==> src/rtl/mem_arbiter_pkg.sv <==
// Shared state encodings and owner codes for the CPU/loader RAM arbiter.
// Optional hold timeout is enabled with MEM_ARB_HOLD_TIMEOUT_EN.
package mem_arbiter_pkg;

    localparam logic [1:0] ST_IDLE    = 2'd0;
    localparam logic [1:0] ST_OWN_CPU = 2'd1;
    localparam logic [1:0] ST_OWN_LDR = 2'd2;

    localparam logic OWNER_CPU = 1'b0;
    localparam logic OWNER_LDR = 1'b1;

    function automatic logic [1:0] owner_state(input logic owner);
        return (owner == OWNER_CPU) ? ST_OWN_CPU : ST_OWN_LDR;
    endfunction

endpackage

==> src/rtl/arb_hold_counter.sv <==
// Saturating count of granted cycles since the current owner was granted.
// Used by mem_arbiter only when MEM_ARB_HOLD_TIMEOUT_EN is defined.
module arb_hold_counter #(
    parameter int MAX_HOLD = 4
) (
    input  logic clk,
    input  logic reset,
    input  logic clear,
    input  logic enable,
    output logic at_limit
);

    localparam int CW = (MAX_HOLD > 2) ? $clog2(MAX_HOLD) : 1;
    localparam logic [CW-1:0] LIMIT = CW'(MAX_HOLD - 1);

    logic [CW-1:0] cnt;

    assign at_limit = (cnt == LIMIT);

    always_ff @(posedge clk) begin
        if (reset || clear) begin
            cnt <= '0;
        end else if (enable && !at_limit) begin
            cnt <= cnt + 1'b1;
        end
    end

endmodule

==> src/rtl/mem_arbiter.sv <==
// Two-requester (CPU / program loader) arbiter for a single RAM port.
// Define MEM_ARB_HOLD_TIMEOUT_EN to force hand-over after MAX_HOLD cycles.
module mem_arbiter
    import mem_arbiter_pkg::*;
#(
    parameter int ADDR_W   = 8,
    parameter int DATA_W   = 8,
    parameter int MAX_HOLD = 4
) (
    input  logic              clk,
    input  logic              reset,
    input  logic              cpu_req,
    input  logic              cpu_we,
    input  logic [ADDR_W-1:0] cpu_addr,
    input  logic [DATA_W-1:0] cpu_wdata,
    output logic              cpu_gnt,
    output logic [DATA_W-1:0] cpu_rdata,
    input  logic              ldr_req,
    input  logic              ldr_we,
    input  logic [ADDR_W-1:0] ldr_addr,
    input  logic [DATA_W-1:0] ldr_wdata,
    output logic              ldr_gnt,
    output logic [DATA_W-1:0] ldr_rdata,
    output logic [ADDR_W-1:0] ram_addr,
    output logic [DATA_W-1:0] ram_wdata,
    output logic              ram_set,
    output logic              ram_get,
    input  logic [DATA_W-1:0] ram_rdata
);

    logic [1:0] state;
    logic [1:0] state_nxt;
    logic       last_owner;
    logic       hold_limit;

`ifdef MEM_ARB_HOLD_TIMEOUT_EN
    arb_hold_counter #(
        .MAX_HOLD(MAX_HOLD)
    ) u_hold (
        .clk     (clk),
        .reset   (reset),
        .clear   (state_nxt != state),
        .enable  (state != ST_IDLE),
        .at_limit(hold_limit)
    );
`else
    assign hold_limit = 1'b0;
    wire unused_hold = (MAX_HOLD != 0);
`endif

    always_comb begin
        state_nxt = state;
        unique case (state)
            ST_IDLE: begin
                if (cpu_req && ldr_req) begin
                    state_nxt = owner_state(!last_owner);
                end else if (cpu_req) begin
                    state_nxt = ST_OWN_CPU;
                end else if (ldr_req) begin
                    state_nxt = ST_OWN_LDR;
                end
            end
            ST_OWN_CPU: begin
                if (!cpu_req) begin
                    state_nxt = ldr_req ? ST_OWN_LDR : ST_IDLE;
                end else if (hold_limit && ldr_req) begin
                    state_nxt = ST_OWN_LDR;
                end
            end
            ST_OWN_LDR: begin
                if (!ldr_req) begin
                    state_nxt = cpu_req ? ST_OWN_CPU : ST_IDLE;
                end else if (hold_limit && cpu_req) begin
                    state_nxt = ST_OWN_CPU;
                end
            end
            default: state_nxt = ST_IDLE;
        endcase
    end

    // last_owner starts as LDR so the CPU wins the first tie
    always_ff @(posedge clk) begin
        if (reset) begin
            state      <= ST_IDLE;
            last_owner <= OWNER_LDR;
        end else begin
            state <= state_nxt;
            if (state_nxt == ST_OWN_CPU) begin
                last_owner <= OWNER_CPU;
            end else if (state_nxt == ST_OWN_LDR) begin
                last_owner <= OWNER_LDR;
            end
        end
    end

    assign cpu_gnt = (state == ST_OWN_CPU);
    assign ldr_gnt = (state == ST_OWN_LDR);

    always_comb begin
        ram_addr  = '0;
        ram_wdata = '0;
        ram_set   = 1'b0;
        ram_get   = 1'b0;
        cpu_rdata = '0;
        ldr_rdata = '0;
        unique case (1'b1)
            cpu_gnt: begin
                ram_addr  = cpu_addr;
                ram_wdata = cpu_wdata;
                ram_set   = cpu_req & cpu_we;
                ram_get   = cpu_req & ~cpu_we;
                cpu_rdata = ram_rdata;
            end
            ldr_gnt: begin
                ram_addr  = ldr_addr;
                ram_wdata = ldr_wdata;
                ram_set   = ldr_req & ldr_we;
                ram_get   = ldr_req & ~ldr_we;
                ldr_rdata = ram_rdata;
            end
            default: ;
        endcase
    end

endmodule

==> config.mk <==
export PLATFORM = sky130hd
export DESIGN_NAME = mem_arbiter
export DESIGN_NICKNAME = d
export VERILOG_FILES = /design/src/rtl/mem_arbiter_pkg.sv /design/src/rtl/arb_hold_counter.sv /design/src/rtl/mem_arbiter.sv
export SDC_FILE = /design/constraint.sdc
export NUM_CORES = 1
export LEC_CHECK = 0
export BUFFER_PORTS_ARGS = -buffer_cell sky130_fd_sc_hd__buf_2
export CORE_ASPECT_RATIO = 1.5
export CORE_MARGIN = 3
export CORE_UTILIZATION = 32
export DETAILED_ROUTE_END_ITERATION = 16
export PLACE_DENSITY = 0.9
export SLEW_MARGIN = 20
export SYNTH_ARGS = -nofsm -noshare
export SYNTH_HDL_FRONTEND = slang
export SYNTH_SLANG_ARGS = --single-unit
==> constraint.sdc <==
create_clock -name clk -period 2.2 [get_ports clk]
set_clock_uncertainty 0.15 [all_clocks]
set_input_delay 0.22 -clock clk [delete_from_list [all_inputs] [get_ports clk]]
set_output_delay 0.22 -clock clk [all_outputs]
set_load 0.05 [all_outputs]
==> results of run 1 <==
==> final timing paths <==
path / slack [ps] / to / startpoint / cells after the start
max reg2reg: 200 / last_owner / state[1] / 8
min: 20 / last_owner / reset / 2
max: 130 / ram_wdata[2] / state[1] / 4
min reg2reg: 340 / last_owner / last_owner / 2
==> registers in the layout, indices dropped and copies added (netlist names) <==
register	cells
state	2
last_owner	1
==> report_power, final <==
part | switching, mW | internal [mW] | total (mW)
sequential | 0.00890 | 0.0637 | 0.0726
clock | 0.0360 | 0.0684 | 0.104
combinational | 0.321 | 0.183 | 0.505
total | 0.366 | 0.315 | 0.682
==> metal layers <==
metal | global-route usage (%) | vias to the layer above | part of all wire (%)
met5 | 0 | - | 0
met3 | 5.85 | 5 | 14
met2 | 37.8 | 85 | 48
met4 | 9.05 | 0 | 1.7
met1 | 20.1 | 440 | 35
li1 | - | 483 | -
==> layout make-up <==
class	instances	share of cell area (%)
Timing Repair Buffer	84	38.7
Sequential cell	3	5.14
Tap cell	21	2.25
Inverter	3	0.964
Multi-Input combinational cell	78	50.7
Clock buffer	4	2.25
==> cell families (layout without fill, tap and decap cells) <==
kind of cell | Yosys count | in the layout | share of synthesized area [%]
AOI/OAI and AO/OA | 27 | 27 | 29.8
adders and majority gates | 6 | 6 | 11.4
buffers and inverters | 10 | 91 | 7.59
DFF | 3 | 3 | 9.11
muxes | 1 | 1 | 1.52
and+or+nand+nor | 44 | 44 | 40.6
==> critical path, delay by kind of cell, from the launching register on <==
kind	cells	cell delay (ps)
buffers and inverters	2	390
AND/OR/NAND/NOR	1	190
adder cells (fa/ha/maj)	1	470
flip-flops	1	410
==> cell usage after synthesis <==
library cell	count	area, µm²
clkbuf_1	1	3.75
a31o_1	1	8.76
a31oi_1	3	18.8
nand2_1	3	11.3
o211ai_1	1	7.51
and2_1	17	106
nand3b_1	2	15.0
nor2b_1	17	106
a21o_1	3	22.5
ha_1	6	75.1
or2_2	1	6.26
a22oi_1	16	120
nand2b_1	2	12.5
a21boi_1	1	7.51
buf_2	4	20.0
o21ai_0	1	5.00
o22ai_1	1	6.26
nand3_1	2	10.0
inv_1	3	11.3
dfxtp_1	3	60.1
mux2i_1	1	10.0
buf_4	2	15.0
==> summary.md, run 1 <==
| Metric | Value |
|---|---|
| Worst-Margin Slew | `261 ps` |
| Post-DRT Antenna Nets | `0` |
| Required @ worst endpoint | `1830 ps` |
| Hold Slack | `24.9 ps` |
| Initial antenna violation count | `0` |
| Final RePlAce weighted congestion | `0.900` |
| Maximum fanout along the worst path | `18` |
| Commonest non-fill, non-tap cell in the layout | `buf_2` |
| Place WS | `141 ps` |
| Setup TNS | `0 ps` |
| Die area | `2650 µm²` |
| Placed instance area | `1110 µm²` |
| Synth Register Bits | `3` |
| Via/cell ratio | `5.25` |
| Sequential area share after synthesis | `9.11%` |
| Seq. cell area | `60.1 µm²` |
| Post-CTS sizing | `0` |
| Setup crit end kind | `output port` |
| Post-layout min period | `2070 ps` |
| Clock latency on the worst-skew pair | `240 ps` |
| Critical path type | `flip-flop to output port` |
| Dpl hpwl | `2.27 mm` |
| Worst setup margin | `127 ps` |
| Initial core utilization | `34.7%` |
| Crit path cell chain | `inv_1 -> ha_2 -> nor2b_2 -> buf_2` |
| Vias in the first global route | `970` |
| Top Ports | `82` |
| Initial DRC count | `27` |
| CTS tree | `built` |
| Post-CTS Setup Bufs | `0` |
| Multi-input gate area | `593 µm²` |
| PortBufs | `81` |
| Worst VDD drop | `0.309 mV` |
| P per Cell Area | `583 nW/µm²` |
| Overall global routing resource usage | `20.0%` |
| Layout cells sized above 1 | `58.7%` |
| Final Cycle Share | `94.2%` |
| GRT overflow | `0` |
| Largest net degree at the start of global routing | `19` |
| N_diodes | `0` |
| Critical-path top delay cell | `ha_2` |
| Clock Path Buffers | `2` |
| Final slew viol count | `0` |
| Gate Count Post-Synth | `91` |
| Status | `completed` |
| RSZ-0062 raised after global routing | `no` |
| Most frequent cells in the layout | `73 x buf_2, 17 x and2_1, 16 x a22oi_1` |
| Hold Path Class | `input pin to flip-flop` |
| Synth-to-Final Area Change | `77.2%` |
| Cell area after layout | `1170 µm²` |
| Critical path arrival | `1700 ps` |
| Post-layout util | `61.4%` |
| DRT Wirelength | `2.61 mm` |
| Global-route wire length before repair | `4.02 mm` |
| Rel. slew slack | `82.7%` |
| Hold_buf cts | `0` |
| Length of the first detailed-routing pass in iterations | `4` |
| WL per Instance | `13.5 µm` |
| Horiz. Die Dim | `43.1 µm` |
| Final Hold Vio Count | `0` |
| Yosys cell types | `22` |
| Core Rows | `19` |
| Startpoint types | `flip-flop` |
| Drt drc | `0` |
| Num Clock Sinks | `3` |
| Fillers | `166` |
| Mean Syn Cell Area | `7.25 µm²` |
| Cts bufs inserted | `3` |
| Reg clk slew, reported paths | `40 ps` |
| CTS root buf | `clkbuf_4` |
| Total of warnings raised by yosys | `0` |
| Final setup vio count | `0` |
| Lkg Pwr | `0.610 nW` |
| Final Non-Filler Cells | `193` |
| CP peak stage delay | `470 ps` |
| DR vias | `1013` |
| Placed Cells | `189` |
| Maxcap violations | `0` |
| Pwr Total | `682 µW` |
| Max Freq | `0.482 GHz` |
| NumNets Final | `225` |
| H-tree depth | `1` |
| Die Ht | `61.6 µm` |
| Mapped Area | `659 µm²` |
| Syn_nets | `143` |
| Core footprint | `1900 µm²` |
No activity file was read; power rests on OpenSTA's default activity.
==> run 2, diff against run 1 <==
CELL_PAD_IN_SITES_DETAIL_PLACEMENT = 1   (was unset)
CELL_PAD_IN_SITES_GLOBAL_PLACEMENT = 1   (was unset)
CORE_UTILIZATION = 19   (was 32)
PLACE_DENSITY = 0.89   (was 0.9)
==> summary.md, run 2 (synthesis results as in run 1) <==
| Metric | Value |
|---|---|
| Setup crit end kind | `output port` |
| Internal | `365 µW (+16%)` |
| Clock latency on the worst-skew pair | `220 ps (-20 ps)` |
| Most frequent cells in the layout | `81 x buf_2, 17 x and2_1, 16 x a22oi_1` |
| Final RePlAce weighted congestion | `0.726 (-19%)` |
| Num Clock Sinks | `3 (unchanged)` |
| Top Ports | `82 (unchanged)` |
| Maximum fanout along the worst path | `16 (-2)` |
| Seq pwr share | `9.7% (-1.0 points)` |
| Cts bufs inserted | `3 (unchanged)` |
| Setup TNS | `0 ps (unchanged)` |
| P per Cell Area | `617 nW/µm² (+5.8%)` |
| Placed instance area | `1140 µm² (+2.8%)` |
| PortBufs | `81 (unchanged)` |
| Final setup vio count | `0 (unchanged)` |
| Cell area after layout | `1180 µm² (+1.4%)` |
| Worst setup margin | `195 ps (+68.1 ps)` |
| CTS tree | `built` |
| Worst-Margin Slew | `249 ps (-11.7 ps)` |
| DR vias | `999 (-1.4%)` |
| HP Start | `reset` |
| Post-CTS Setup Bufs | `0 (unchanged)` |
| Net Sw Frac | `50.1% (-3.6 points)` |
| Place WS | `269 ps (+128 ps)` |
| Critical path arrival | `1640 ps (-60 ps)` |
| Max Freq | `0.499 GHz (+3.4%)` |
| Status | `completed` |
| Lkg Pwr | `0.626 nW (+2.6%)` |
| Pwr Total | `731 µW (+7.2%)` |
| GRT overflow | `0 (unchanged)` |
| Reg2Reg Setup Slack | `270 ps (+70 ps)` |
| NumNets Final | `226 (+0.44%)` |
| Final Cycle Share | `91.1% (-3.1 points)` |
| Number of flip-flops in the largest register | `2 (unchanged)` |
| Fillers | `460 (+180%)` |
| Hold Slack | `52.0 ps (+27.1 ps)` |
| Initial DRC count | `11 (-59%)` |
| Largest reg by FF count | `state` |
| Drt drc | `0 (unchanged)` |
| Initial core utilization | `20.3% (-14 points)` |
| Maxcap violations | `0 (unchanged)` |
| Vias in the first global route | `1017 (+4.8%)` |
| Core footprint | `3250 µm² (+71%)` |
| N_diodes | `0 (unchanged)` |
| Largest net degree at the start of global routing | `19 (unchanged)` |
| Commonest non-fill, non-tap cell in the layout | `buf_2` |
| RR Startpoint | `state[0]` |
| Post-layout min period | `2010 ps (-68.1 ps)` |
| Core Rows | `25 (+6)` |
| WL per Instance | `13.1 µm (-3.2%)` |
| Placed Cells | `209 (+11%)` |
| R2r endpoint | `last_owner` |
| Startpoint types | `flip-flop` |
| Sw Pwr | `366 µW (about the same)` |
| Global-route wire length before repair | `4.22 mm (+5.0%)` |
| DRT Wirelength | `2.79 mm (+6.8%)` |
| Hold depth | `2 (unchanged)` |
| R2r worst-path depth | `8 (unchanged)` |
| Initial antenna violation count | `0 (unchanged)` |
| Dpl hpwl | `2.36 mm (+4.2%)` |
| Combinational Power Share | `68.2% (-5.8 points)` |
| CTS root buf | `clkbuf_8` |
| Final Non-Filler Cells | `213 (+10%)` |
| Required @ worst endpoint | `1830 ps (about the same)` |
| Final slew viol count | `0 (unchanged)` |
| RSZ-0062 raised after global routing | `no` |
| Biggest regs | `state x2, last_owner x1` |
| Via/cell ratio | `4.69 (-11%)` |
| Layout cells sized above 1 | `59.0% (+0.24 points)` |
| Reg clk slew, reported paths | `30 ps (about the same)` |
| Synth-to-Final Area Change | `79.7%` |
| Hold Path Class | `input pin to flip-flop` |
| Clock Path Buffers | `2 (unchanged)` |
| Horiz. Die Dim | `54.1 µm (+26%)` |
| Post-DRT Antenna Nets | `0 (unchanged)` |
| Length of the first detailed-routing pass in iterations | `3 (-1)` |
| Critical path type | `flip-flop to output port` |
| Hold Path Sink | `last_owner` |
| H-tree depth | `1 (unchanged)` |
| Die Ht | `78.2 µm (+27%)` |
| Worst VDD drop | `0.250 mV (-19%)` |
| Final Hold Vio Count | `0 (unchanged)` |
| Die area | `4230 µm² (+59%)` |
| Overall global routing resource usage | `13.2% (-6.7 points)` |
| Rel. slew slack | `83.3% (+0.58 points)` |
| Post-layout util | `36.4% (-25 points)` |
| Clock power frac | `22.1% (+6.8 points)` |
run 2: cell types whose count changed in the layout (fill, tap and decap cells not counted):
cell	delta
clkbuf_4	-11
buf_2	+8
clkbuf_8	+3
buf_4	+2
buf_6	-1
ha_2	+1
ha_4	-1
run 2: repair_timing:
action,in CTS,in global routing
hold buffers,0,0
gates resized for setup,0,1
setup endpoints to repair,0,17
run 2: routing by layer:
metal | vias up | GRT usage (%) | part of all wire [%]
met2 | 51 | 24.4 | 57
met5 | - | 0 | 0
met4 | 0 | 7.98 | 2.7
met1 | 454 | 11.7 | 31
met3 | 9 | 3.98 | 9.6
li1 | 485 | - | -
run 2: critical path: stages (launching register included):
cell and delay [ps]:
dfxtp_1 380, inv_1 110, ha_2 210, buf_4 200
a22oi_1 240, nor2b_2 70, buf_2 210
run 2: worst max path at each step:
stage,from,to,slack (ps),cells after the start
2_1_floorplan,state[0],last_owner,20,9
3_3_place_gp,state[1],last_owner,320,8
3_5_place_dp,state[0],last_owner,270,8
4_1_cts,state[0],ram_wdata[0],40,4
5_1_grt,state[1],ram_wdata[7],50,4
6_report,state[0],ram_wdata[0],190,6
run 2: final cells by class:
class                           count  area [µm²]  area share [%]
Multi-Input combinational cell     78         583            49.2
Tap cell                           40        50.0            4.22
Inverter                            3        11.3           0.950
Clock buffer                        4        45.0            3.80
Timing Repair Buffer               85         435            36.7
Sequential cell                     3        60.1            5.07
run 2: power by group through the flow:
stage / Combinational, mW / Sequential (mW) / Clock, mW
after global routing: 0.543 / 0.0724 / 0.173
after floorplan: 0.377 / 0.0702 / 0
after detailed placement: 0.503 / 0.0721 / 0
after global placement: 0.493 / 0.0714 / 0
after CTS: 0.504 / 0.0713 / 0.167
final: 0.499 / 0.0711 / 0.161
==> run 3, diff against run 2 <==
CORE_ASPECT_RATIO = 0.7   (was 1.5)
==> summary.md, run 3 (synthesis results as in run 1) <==
| Metric | Value |
|---|---|
| R2r endpoint | `last_owner` |
| Final Non-Filler Cells | `220 (+3.3%)` |
| Max Freq | `0.490 GHz (-1.7%)` |
| Place WS | `178 ps (-90.8 ps)` |
| R2r worst-path depth | `8 (unchanged)` |
| Overall global routing resource usage | `12.6% (-0.60 points)` |
| Worst-Margin Slew | `265 ps (+15.4 ps)` |
| Status | `completed` |
| Die area | `4220 µm² (about the same)` |
| NumNets Final | `226 (unchanged)` |
| Die Ht | `55.3 µm (-29%)` |
| Maxcap violations | `0 (unchanged)` |
| Core footprint | `3230 µm² (-0.62%)` |
| Reg clk slew, reported paths | `30 ps (about the same)` |
| DR vias | `975 (-2.4%)` |
| Sw Pwr | `368 µW (+0.33%)` |
| Final Cycle Share | `92.7% (+1.6 points)` |
| Hold depth | `2 (unchanged)` |
| WL per Instance | `12.8 µm (-1.9%)` |
| Most frequent cells in the layout | `81 x buf_2, 17 x and2_1, 16 x a22oi_1` |
| Length of the first detailed-routing pass in iterations | `3 (unchanged)` |
| PortBufs | `81 (unchanged)` |
| Number of flip-flops in the largest register | `2 (unchanged)` |
| Global-route wire length before repair | `4.60 mm (+9.0%)` |
| Internal | `366 µW (+0.30%)` |
| Layout cells sized above 1 | `59.0% (unchanged)` |
| CTS tree | `built` |
| Lkg Pwr | `0.626 nW (unchanged)` |
| Initial DRC count | `26 (+15)` |
| Via/cell ratio | `4.43 (-5.5%)` |
| RSZ-0062 raised after global routing | `no` |
| Worst VDD drop | `0.463 mV (+85%)` |
| GRT overflow | `0 (unchanged)` |
| Cell area after layout | `1190 µm² (+0.74%)` |
| Clock latency on the worst-skew pair | `210 ps (about the same)` |
| Synth-to-Final Area Change | `81.0%` |
| Pwr Total | `733 µW (+0.32%)` |
| HP Start | `reset` |
| Setup TNS | `0 ps (unchanged)` |
| Startpoint types | `flip-flop` |
| Final setup vio count | `0 (unchanged)` |
| Post-layout min period | `2040 ps (+34.8 ps)` |
| Placed instance area | `1150 µm² (+0.77%)` |
| Largest reg by FF count | `state` |
| CTS root buf | `clkbuf_8` |
| N_diodes | `0 (unchanged)` |
| Clock power frac | `21.3% (-0.8 points)` |
| Placed Cells | `216 (+3.3%)` |
| Worst setup margin | `160 ps (-34.8 ps)` |
| Seq pwr share | `9.8% (about the same)` |
| Final slew viol count | `0 (unchanged)` |
| Initial core utilization | `20.4% (+0.13 points)` |
| Horiz. Die Dim | `76.4 µm (+41%)` |
| Final RePlAce weighted congestion | `0.757 (+4.3%)` |
| RR Startpoint | `state[1]` |
| Dpl hpwl | `2.42 mm (+2.7%)` |
| Rel. slew slack | `82.5% (-0.83 points)` |
| Initial antenna violation count | `0 (unchanged)` |
| Clock Path Buffers | `2 (unchanged)` |
| Final Hold Vio Count | `0 (unchanged)` |
| Top Ports | `82 (unchanged)` |
| Biggest regs | `state x2, last_owner x1` |
| P per Cell Area | `614 nW/µm² (-0.42%)` |
| Post-DRT Antenna Nets | `0 (unchanged)` |
| Cts bufs inserted | `3 (unchanged)` |
| Vias in the first global route | `1007 (-0.98%)` |
| Net Sw Frac | `50.1% (about the same)` |
| Reg2Reg Setup Slack | `190 ps (-80 ps)` |
| Hold_buf cts | `0 (unchanged)` |
| Required @ worst endpoint | `1830 ps (about the same)` |
| Largest net degree at the start of global routing | `19 (unchanged)` |
| Critical path type | `flip-flop to output port` |
| Critical path arrival | `1670 ps (+30 ps)` |
| Drt drc | `0 (unchanged)` |
| Maximum fanout along the worst path | `18 (+2)` |
| H-tree depth | `1 (unchanged)` |
| Hold Path Sink | `last_owner` |
| Hold Path Class | `input pin to flip-flop` |
| DRT Wirelength | `2.83 mm (+1.4%)` |
| Commonest non-fill, non-tap cell in the layout | `buf_2` |
| Combinational Power Share | `68.9% (+0.7 points)` |
| Num Clock Sinks | `3 (unchanged)` |
| Core Rows | `17 (-32%)` |
| Setup crit end kind | `output port` |
-- run 3: cell counts in the layout (fill, tap and decap cells not counted) --
Identical to the previous run, type by type.
-- run 3: cell type report --
type | count | area (µm²)
repair buffers | 85 | 435
clock buffers | 4 | 45.0
flip-flops and latches | 3 | 60.1
multi-input cells | 78 | 583
inverters | 3 | 11.3
fillers | 445 | 2040
well taps | 47 | 58.8
-- run 3: per-layer routing --
metal	routed length [µm]	vias to the layer above	share of wire (%)	global-route usage, %
met1	1150	453	41	15.8
met5	0	-	0	0
met2	1490	33	53	22.8
li1	-	487	-	-
met4	27	0	0.96	3.36
met3	158	2	5.6	1.63
-- run 3: what timing repair did --
| action | CTS | global route |
|---|---|---|
| gates resized for setup | 0 | 1 |
| setup buffers | 0 | 0 |
| endpoints found under the setup margin | 0 | 17 |
-- run 3: worst max path at each step --
stage | endpoint | start | slack [ps]
final | ram_set | state[1] | 160
after global routing | ram_addr[7] | state[1] | 50
after CTS | ram_addr[7] | state[0] | 20
after detailed placement | last_owner | state[1] | 180
after global placement | last_owner | state[1] | 270
after floorplan | last_owner | state[0] | 20
-- run 3: critical path: stages (launching register included) --
cell and delay, ps:
dfxtp_1 390, inv_1 110, ha_2 490, a21boi_2 200, buf_2 270
-- run 3: power by group through the flow --
stage	combinational, mW	clock, mW	sequential (mW)
floorplan	0.377	0	0.0702
global placement	0.497	0	0.0718
detailed placement	0.509	0	0.0726
CTS	0.510	0.161	0.0718
global route	0.545	0.167	0.0733
finish	0.505	0.156	0.0719
-- run 3: stage by stage --
step	hold slack (ps)	util (%)
finish	68.7	36.9
global route	77.8	36.9
CTS	63.2	36.8
detailed placement	282	35.4
global placement	282	35.4
floorplan	171	-
